File: config.mk
export PLATFORM = sky130hd
export DESIGN_NAME = vadd_const_engine
export DESIGN_NICKNAME = d
export VERILOG_FILES = /design/src/rtl/vadd_const_engine.sv
export SDC_FILE = /design/constraint.sdc
export NUM_CORES = 1
export LEC_CHECK = 0
export BUFFER_PORTS_ARGS = -buffer_cell sky130_fd_sc_hd__buf_2
export CORE_UTILIZATION = 52
export DETAILED_ROUTE_END_ITERATION = 12
export PLACE_DENSITY_LB_ADDON = 0.05
export SLEW_MARGIN = 20
export SYNTH_ARGS = -nofsm -noshare
export SYNTH_HDL_FRONTEND = slang
export SYNTH_SLANG_ARGS = --single-unit
File: constraint.sdc
create_clock -name clock -period 18.9 [get_ports clock]
set_clock_uncertainty 0.05 [all_clocks]
set_input_delay 3.78 -clock clock [delete_from_list [all_inputs] [get_ports clock]]
set_output_delay 3.78 -clock clock [all_outputs]
set_load 0.01 [all_outputs]
File: src/rtl/vadd_const_engine.sv
// vadd_const_engine: element-wise "vector + constant" compute stage.
// Reads 64-bit elements from inp_baddr, adds a zero-extended constant and
// writes each sum to out_baddr, one memory request in flight at a time.
// Reports completion with a one-cycle finish pulse carrying the busy-cycle count.
module vadd_const_engine #(
  parameter int MEM_LEN_BITS   = 8,
  parameter int MEM_ADDR_BITS  = 64,
  parameter int MEM_DATA_BITS  = 64,
  parameter int HOST_DATA_BITS = 32
) (
  input  logic                      clock,
  input  logic                      reset,
  input  logic                      launch,
  output logic                      finish,
  output logic                      event_counter_valid,
  output logic [HOST_DATA_BITS-1:0] event_counter_value,
  input  logic [HOST_DATA_BITS-1:0] constant,
  input  logic [HOST_DATA_BITS-1:0] length,
  input  logic [MEM_ADDR_BITS-1:0]  inp_baddr,
  input  logic [MEM_ADDR_BITS-1:0]  out_baddr,
  output logic                      mem_req_valid,
  output logic                      mem_req_opcode,
  output logic [MEM_LEN_BITS-1:0]   mem_req_len,
  output logic [MEM_ADDR_BITS-1:0]  mem_req_addr,
  output logic                      mem_wr_valid,
  output logic [MEM_DATA_BITS-1:0]  mem_wr_bits,
  input  logic                      mem_rd_valid,
  input  logic [MEM_DATA_BITS-1:0]  mem_rd_bits,
  output logic                      mem_rd_ready
);

  typedef enum logic [2:0] {
    S_IDLE    = 3'd0,
    S_RD_REQ  = 3'd1,
    S_RD_DATA = 3'd2,
    S_WR_REQ  = 3'd3,
    S_WR_DATA = 3'd4,
    S_DONE    = 3'd5
  } state_t;

  state_t                    state_q, state_d;
  logic [HOST_DATA_BITS-1:0] const_q, const_d;
  logic [HOST_DATA_BITS-1:0] len_q,   len_d;
  logic [MEM_ADDR_BITS-1:0]  inp_q,   inp_d;
  logic [MEM_ADDR_BITS-1:0]  out_q,   out_d;
  logic [HOST_DATA_BITS-1:0] idx_q,   idx_d;
  logic [HOST_DATA_BITS-1:0] count_q, count_d;
  logic [MEM_DATA_BITS-1:0]  sum_q,   sum_d;

  // Byte offset of the current element (8 bytes per element); wraps at the
  // address width like the rest of the address arithmetic.
  logic [MEM_ADDR_BITS-1:0]  elem_off;
  assign elem_off = MEM_ADDR_BITS'(idx_q) << 3;

  // True while the engine is working on an element; these cycles are counted.
  logic busy;
  assign busy = (state_q == S_RD_REQ) || (state_q == S_RD_DATA) ||
                (state_q == S_WR_REQ) || (state_q == S_WR_DATA);

  // State and datapath registers; reset aborts any run without a finish pulse.
  always_ff @(posedge clock) begin
    if (reset) begin
      state_q <= S_IDLE;
      const_q <= '0;
      len_q   <= '0;
      inp_q   <= '0;
      out_q   <= '0;
      idx_q   <= '0;
      count_q <= '0;
      sum_q   <= '0;
    end else begin
      state_q <= state_d;
      const_q <= const_d;
      len_q   <= len_d;
      inp_q   <= inp_d;
      out_q   <= out_d;
      idx_q   <= idx_d;
      count_q <= count_d;
      sum_q   <= sum_d;
    end
  end

  // Next-state and datapath update: latch the job on launch, then walk the
  // vector as read-request / read-data / write-request / write-data per element.
  always_comb begin
    state_d = state_q;
    const_d = const_q;
    len_d   = len_q;
    inp_d   = inp_q;
    out_d   = out_q;
    idx_d   = idx_q;
    count_d = busy ? count_q + 1'b1 : count_q;
    sum_d   = sum_q;

    case (state_q)
      S_IDLE: begin
        if (launch) begin
          const_d = constant;
          len_d   = length;
          inp_d   = inp_baddr;
          out_d   = out_baddr;
          idx_d   = '0;
          count_d = '0;
          state_d = (length == '0) ? S_DONE : S_RD_REQ;
        end
      end
      S_RD_REQ: begin
        state_d = S_RD_DATA;
      end
      S_RD_DATA: begin
        // Wait indefinitely for the read data; the carry out of the add is dropped.
        if (mem_rd_valid) begin
          sum_d   = mem_rd_bits + MEM_DATA_BITS'(const_q);
          state_d = S_WR_REQ;
        end
      end
      S_WR_REQ: begin
        state_d = S_WR_DATA;
      end
      S_WR_DATA: begin
        if (idx_q == len_q - 1'b1) begin
          state_d = S_DONE;
        end else begin
          idx_d   = idx_q + 1'b1;
          state_d = S_RD_REQ;
        end
      end
      S_DONE: begin
        state_d = S_IDLE;
      end
      default: begin
        state_d = S_IDLE;
      end
    endcase
  end

  // Output decode from registered state only, so no input reaches an output
  // combinationally; every output is zero outside the state that drives it.
  always_comb begin
    finish              = 1'b0;
    event_counter_valid = 1'b0;
    event_counter_value = '0;
    mem_req_valid       = 1'b0;
    mem_req_opcode      = 1'b0;
    mem_req_len         = '0;
    mem_req_addr        = '0;
    mem_wr_valid        = 1'b0;
    mem_wr_bits         = '0;
    mem_rd_ready        = 1'b0;

    case (state_q)
      S_RD_REQ: begin
        mem_req_valid = 1'b1;
        mem_req_addr  = inp_q + elem_off;
      end
      S_RD_DATA: begin
        mem_rd_ready = 1'b1;
      end
      S_WR_REQ: begin
        mem_req_valid  = 1'b1;
        mem_req_opcode = 1'b1;
        mem_req_addr   = out_q + elem_off;
      end
      S_WR_DATA: begin
        mem_wr_valid = 1'b1;
        mem_wr_bits  = sum_q;
      end
      S_DONE: begin
        finish              = 1'b1;
        event_counter_valid = 1'b1;
        event_counter_value = count_q;
      end
      default: begin
      end
    endcase
  end

endmodule

==> impl_metrics.csv <==
group,metric,value,unit
synth,synthMostInstantiatedCell,"sky130_fd_sc_hd__nand2_1",
synth,gate_count_post_synth,2668,
die,floorplan.die_area,38500,um2
clocking,clock_insertion_delay_worst_skew,0.55,ns
detailed_routing,drt-vias-per-instance,5.63,
die,die_width,196,um
synth,yosys.cell_types.count,81,
detailed_routing,via_count,19900,
global_route,pin_count_of_the_biggest_net_entering_global_routing,201,
synth,ys_top_cells_by_count,"sky130_fd_sc_hd__nand2_1 (639), sky130_fd_sc_hd__dfxtp_1 (323), sky130_fd_sc_hd__a21oi_1 (307), sky130_fd_sc_hd__nor2_1 (173), sky130_fd_sc_hd__clkbuf_1 (138)",
synth,ys.flop_type,"sky130_fd_sc_hd__dfxtp_1",
detailed_routing,drc_errors,0,
die,num_rows,70,
global_route,grt_pass1_vias,18800,
detailed_routing,drt.antenna.violating_nets,0,
synth,synth_largest_type_area_fraction,0.330,
synth,yosys_register_bits,323,
finish,area.sequential,6470,um2
worst_setup_path,critical-path-top-delay-family,"compound AO/OA/AOI/OAI gates",
clocking,cells_resized_by_post_cts_repair,0,
clocking,post_cts_buffers,0,
place,dp_hpwl,44.0,mm
synth,synth_async_sr_flop_share,0,
worst_setup_path,worst_ep_required_time,15.07,ns
worst_setup_path,worst_setup_path_end_kind,"output port",
worst_setup_path,startpoint_type,"flip-flop",
clocking,ctsHtreeMaxLevel,2,
clocking,path_clk_slew,0.06,ns
synth,seq_area_frac_synth,0.330,
clocking,cts_num_sinks,323,
worst_setup_path,max_stage_delay,0.81,ns
worst_setup_path,crit_fanout,55,
detailed_routing,wl,61.1,mm
sta,timing_worst_slew_pin_value,0.992,ns
detailed_routing,avgRoutedWirePerCell,17.3,um
finish,area_growth,18.5,%
sta,grt_setup_unrepaired,"false",
finish,utilization,0.630,
pwr,power_per_cell_area,80.4,nW/um2
sta,final_period_util,0.521,
finish,layout.nets,3323,
global_route,antenna_found_initial,21,
sta,finalMaxSlewViolations,0,
global_route,gr-total-overflow,0,
sta,setup_total_negative_slack,0,ns
detailed_routing,drt_pass1_iterations,5,
clocking,number_of_buffers_created_by_cts,38,
place,placed_cells,3458,
die,design.portCount,434,
synth,synth-edff-count,0,
finish,final_layout_size_suffix_gt1_frac,0.185,
pwr,worst_ir_drop_vdd,0.0000672,V
global_route,global_route_wire_length_before_repair,96.6,mm
clocking,cts_tree,"yes",
place,count_of_input_and_output_buffers,425,
place,gp_congestion,0.916,
sta,setup_viol_count_final,0,
sta,hold_viol_final,0,
sta,period_needed,9.86,ns
die,fp.coreArea,36900,um2
run,timing.max_cap.violations,0,
worst_setup_path,setup.worst_path.class,"flip-flop to output port",
sta,max_slew_margin,0.338,
status,outcome,"complete, no violations",
finish,final_cell_count_no_fill,3541,
detailed_routing,dr.first_iter.drc_count,1363,
finish,area_of_combinational_cells_with_multiple_inputs,12300,um2
clocking,cts.root.buffer_cell,"sky130_fd_sc_hd__clkbuf_16",
synth,synth.top_cells.by_area,"sky130_fd_sc_hd__dfxtp_1 (33%), sky130_fd_sc_hd__nand2_1 (12%), sky130_fd_sc_hd__a21oi_1 (7.8%)",
finish,layout.filler_cells,3496,
worst_setup_path,crit_buf_inv,4,
synth,post_synth_instance_area,19600,um2
die,initial_utilization,0.532,
worst_setup_path,critPathSlowestCell,"sky130_fd_sc_hd__a21boi_1",
synth,post_synth.cell_area_avg,7.35,um2
synth,ys.warnings.count,0,
pwr,p_leak,0.00971,uW
global_route,grt_use_total,0.310,
worst_setup_path,worstPathArrival,6.03,ns
die,floorplan.die.height,196,um
synth,yosys.area.top_type,"sky130_fd_sc_hd__dfxtp_1",
clocking,cts_hold_buf,0,
hold_path,hold_path_class,"flip-flop to flip-flop",
worst_setup_path,timing.critical_path.cells,"nand3b_1, buf_4, inv_2, buf_4, nand2_1, nand2_1, ha_1, fa_1, a21oi_1, o22ai_1, o21ai_0, o211ai_1, nand4_1, o211ai_1, a21boi_1, nor4_1, nor3_1, buf_2",
sta,max_freq,0.101,GHz
clocking,cts.path.max_buffers,3,
worst paths after layout:
kind,slack (ns),end,start,depth (start not counted)
max,9.04,mem_req_addr[49],state_q[2]$_SDFFE_PP0P_,18
min,0.40,sum_q[31]$_SDFFE_PP0P_,sum_q[31]$_SDFFE_PP0P_,2
max reg2reg,14.71,idx_q[29]$_SDFFE_PP0P_,len_q[19]$_SDFFE_PP0P_,10
min reg2reg,0.40,sum_q[31]$_SDFFE_PP0P_,sum_q[31]$_SDFFE_PP0P_,2
worst register-to-register path: stages, from the launching register on:
cell,delay [ns]
sky130_fd_sc_hd__dfxtp_1,0.40
sky130_fd_sc_hd__or4_4,0.59
sky130_fd_sc_hd__or4b_1,0.64
sky130_fd_sc_hd__or2_0,0.29
sky130_fd_sc_hd__or4_1,0.50
sky130_fd_sc_hd__a221o_1,0.38
sky130_fd_sc_hd__a2111oi_4,0.28
sky130_fd_sc_hd__and3_1,0.20
sky130_fd_sc_hd__buf_4,0.44
sky130_fd_sc_hd__nor4_1,0.15
sky130_fd_sc_hd__mux2i_1,0.14
kinds of logic (layout without fill, tap and decap cells):
kind of cell	after synthesis	after routing	share of synthesized area
AOI/OAI and AO/OA	595	595	0.188
DFF	323	323	0.330
xor gates and xnor gates	155	155	0.0693
buffers and inverters	213	558	0.0451
other	1	25	0.000191
and+or+nand+nor	1261	1261	0.296
adders and majority gates	69	69	0.0448
muxes	51	51	0.0264
sequential cells by signal, summed over array words and instances, names as in the netlist:
name,flops
count_q,32
idx_q,32
inp_q,64
const_q,32
sum_q,64
len_q,32
out_q,64
state_q,3
cells in the final DEF, fill, tap and decap left out, drive strengths merged, types with 31 or more instances in the layout:
master / netlist / layout
nand2: 639 / 639
buf: 30 / 446
dfxtp: 323 / 323
a21oi: 319 / 319
nor2: 173 / 173
and2: 111 / 111
xnor2: 92 / 92
ha: 67 / 67
nand3: 64 / 64
o21ai: 64 / 64
xor2: 63 / 63
nor3: 57 / 57
clkbuf: 138 / 53
a211oi: 49 / 49
nand4: 47 / 47
mux2i: 46 / 46
inv: 45 / 46
and3: 31 / 31
cell type report:
cell class              instances  share of cell area
repair buffers                447              0.0996
diodes                         17             0.00183
flip-flops and latches        323               0.279
inverters                      45             0.00727
clock inverters                14             0.00868
multi-input cells            2139               0.530
clock buffers                  52              0.0467
well taps                     504              0.0272
per-layer routing:
metal | GRT usage | up-vias | share of wire
li1 | - | 9903 | -
met1 | 0.396 | 9238 | 0.42
met2 | 0.510 | 662 | 0.47
met3 | 0.0473 | 126 | 0.065
met4 | 0.150 | 8 | 0.039
met5 | 0 | - | 0.00092
through the flow:
| step | total power (uW) | hold WS (ns) | setup slack, ns | area, um2 |
|---|---|---|---|---|
| after floorplan | 1010 | 0.377 | 9.78 | 19600 |
| after global placement | 1110 | 0.383 | 9.89 | 21900 |
| after detailed placement | 1110 | 0.391 | 9.73 | 21900 |
| after CTS | 1880 | 0.398 | 9.13 | 23200 |
| after global routing | 1960 | 0.423 | 8.52 | 23200 |
| final | 1870 | 0.396 | 9.04 | 23200 |
power breakdown:
part,internal (uW),switching [uW]
clock network,469,295
registers,725,33.4
logic,130,215
total,1320,544
No activity file was read; power rests on OpenSTA's default activity.
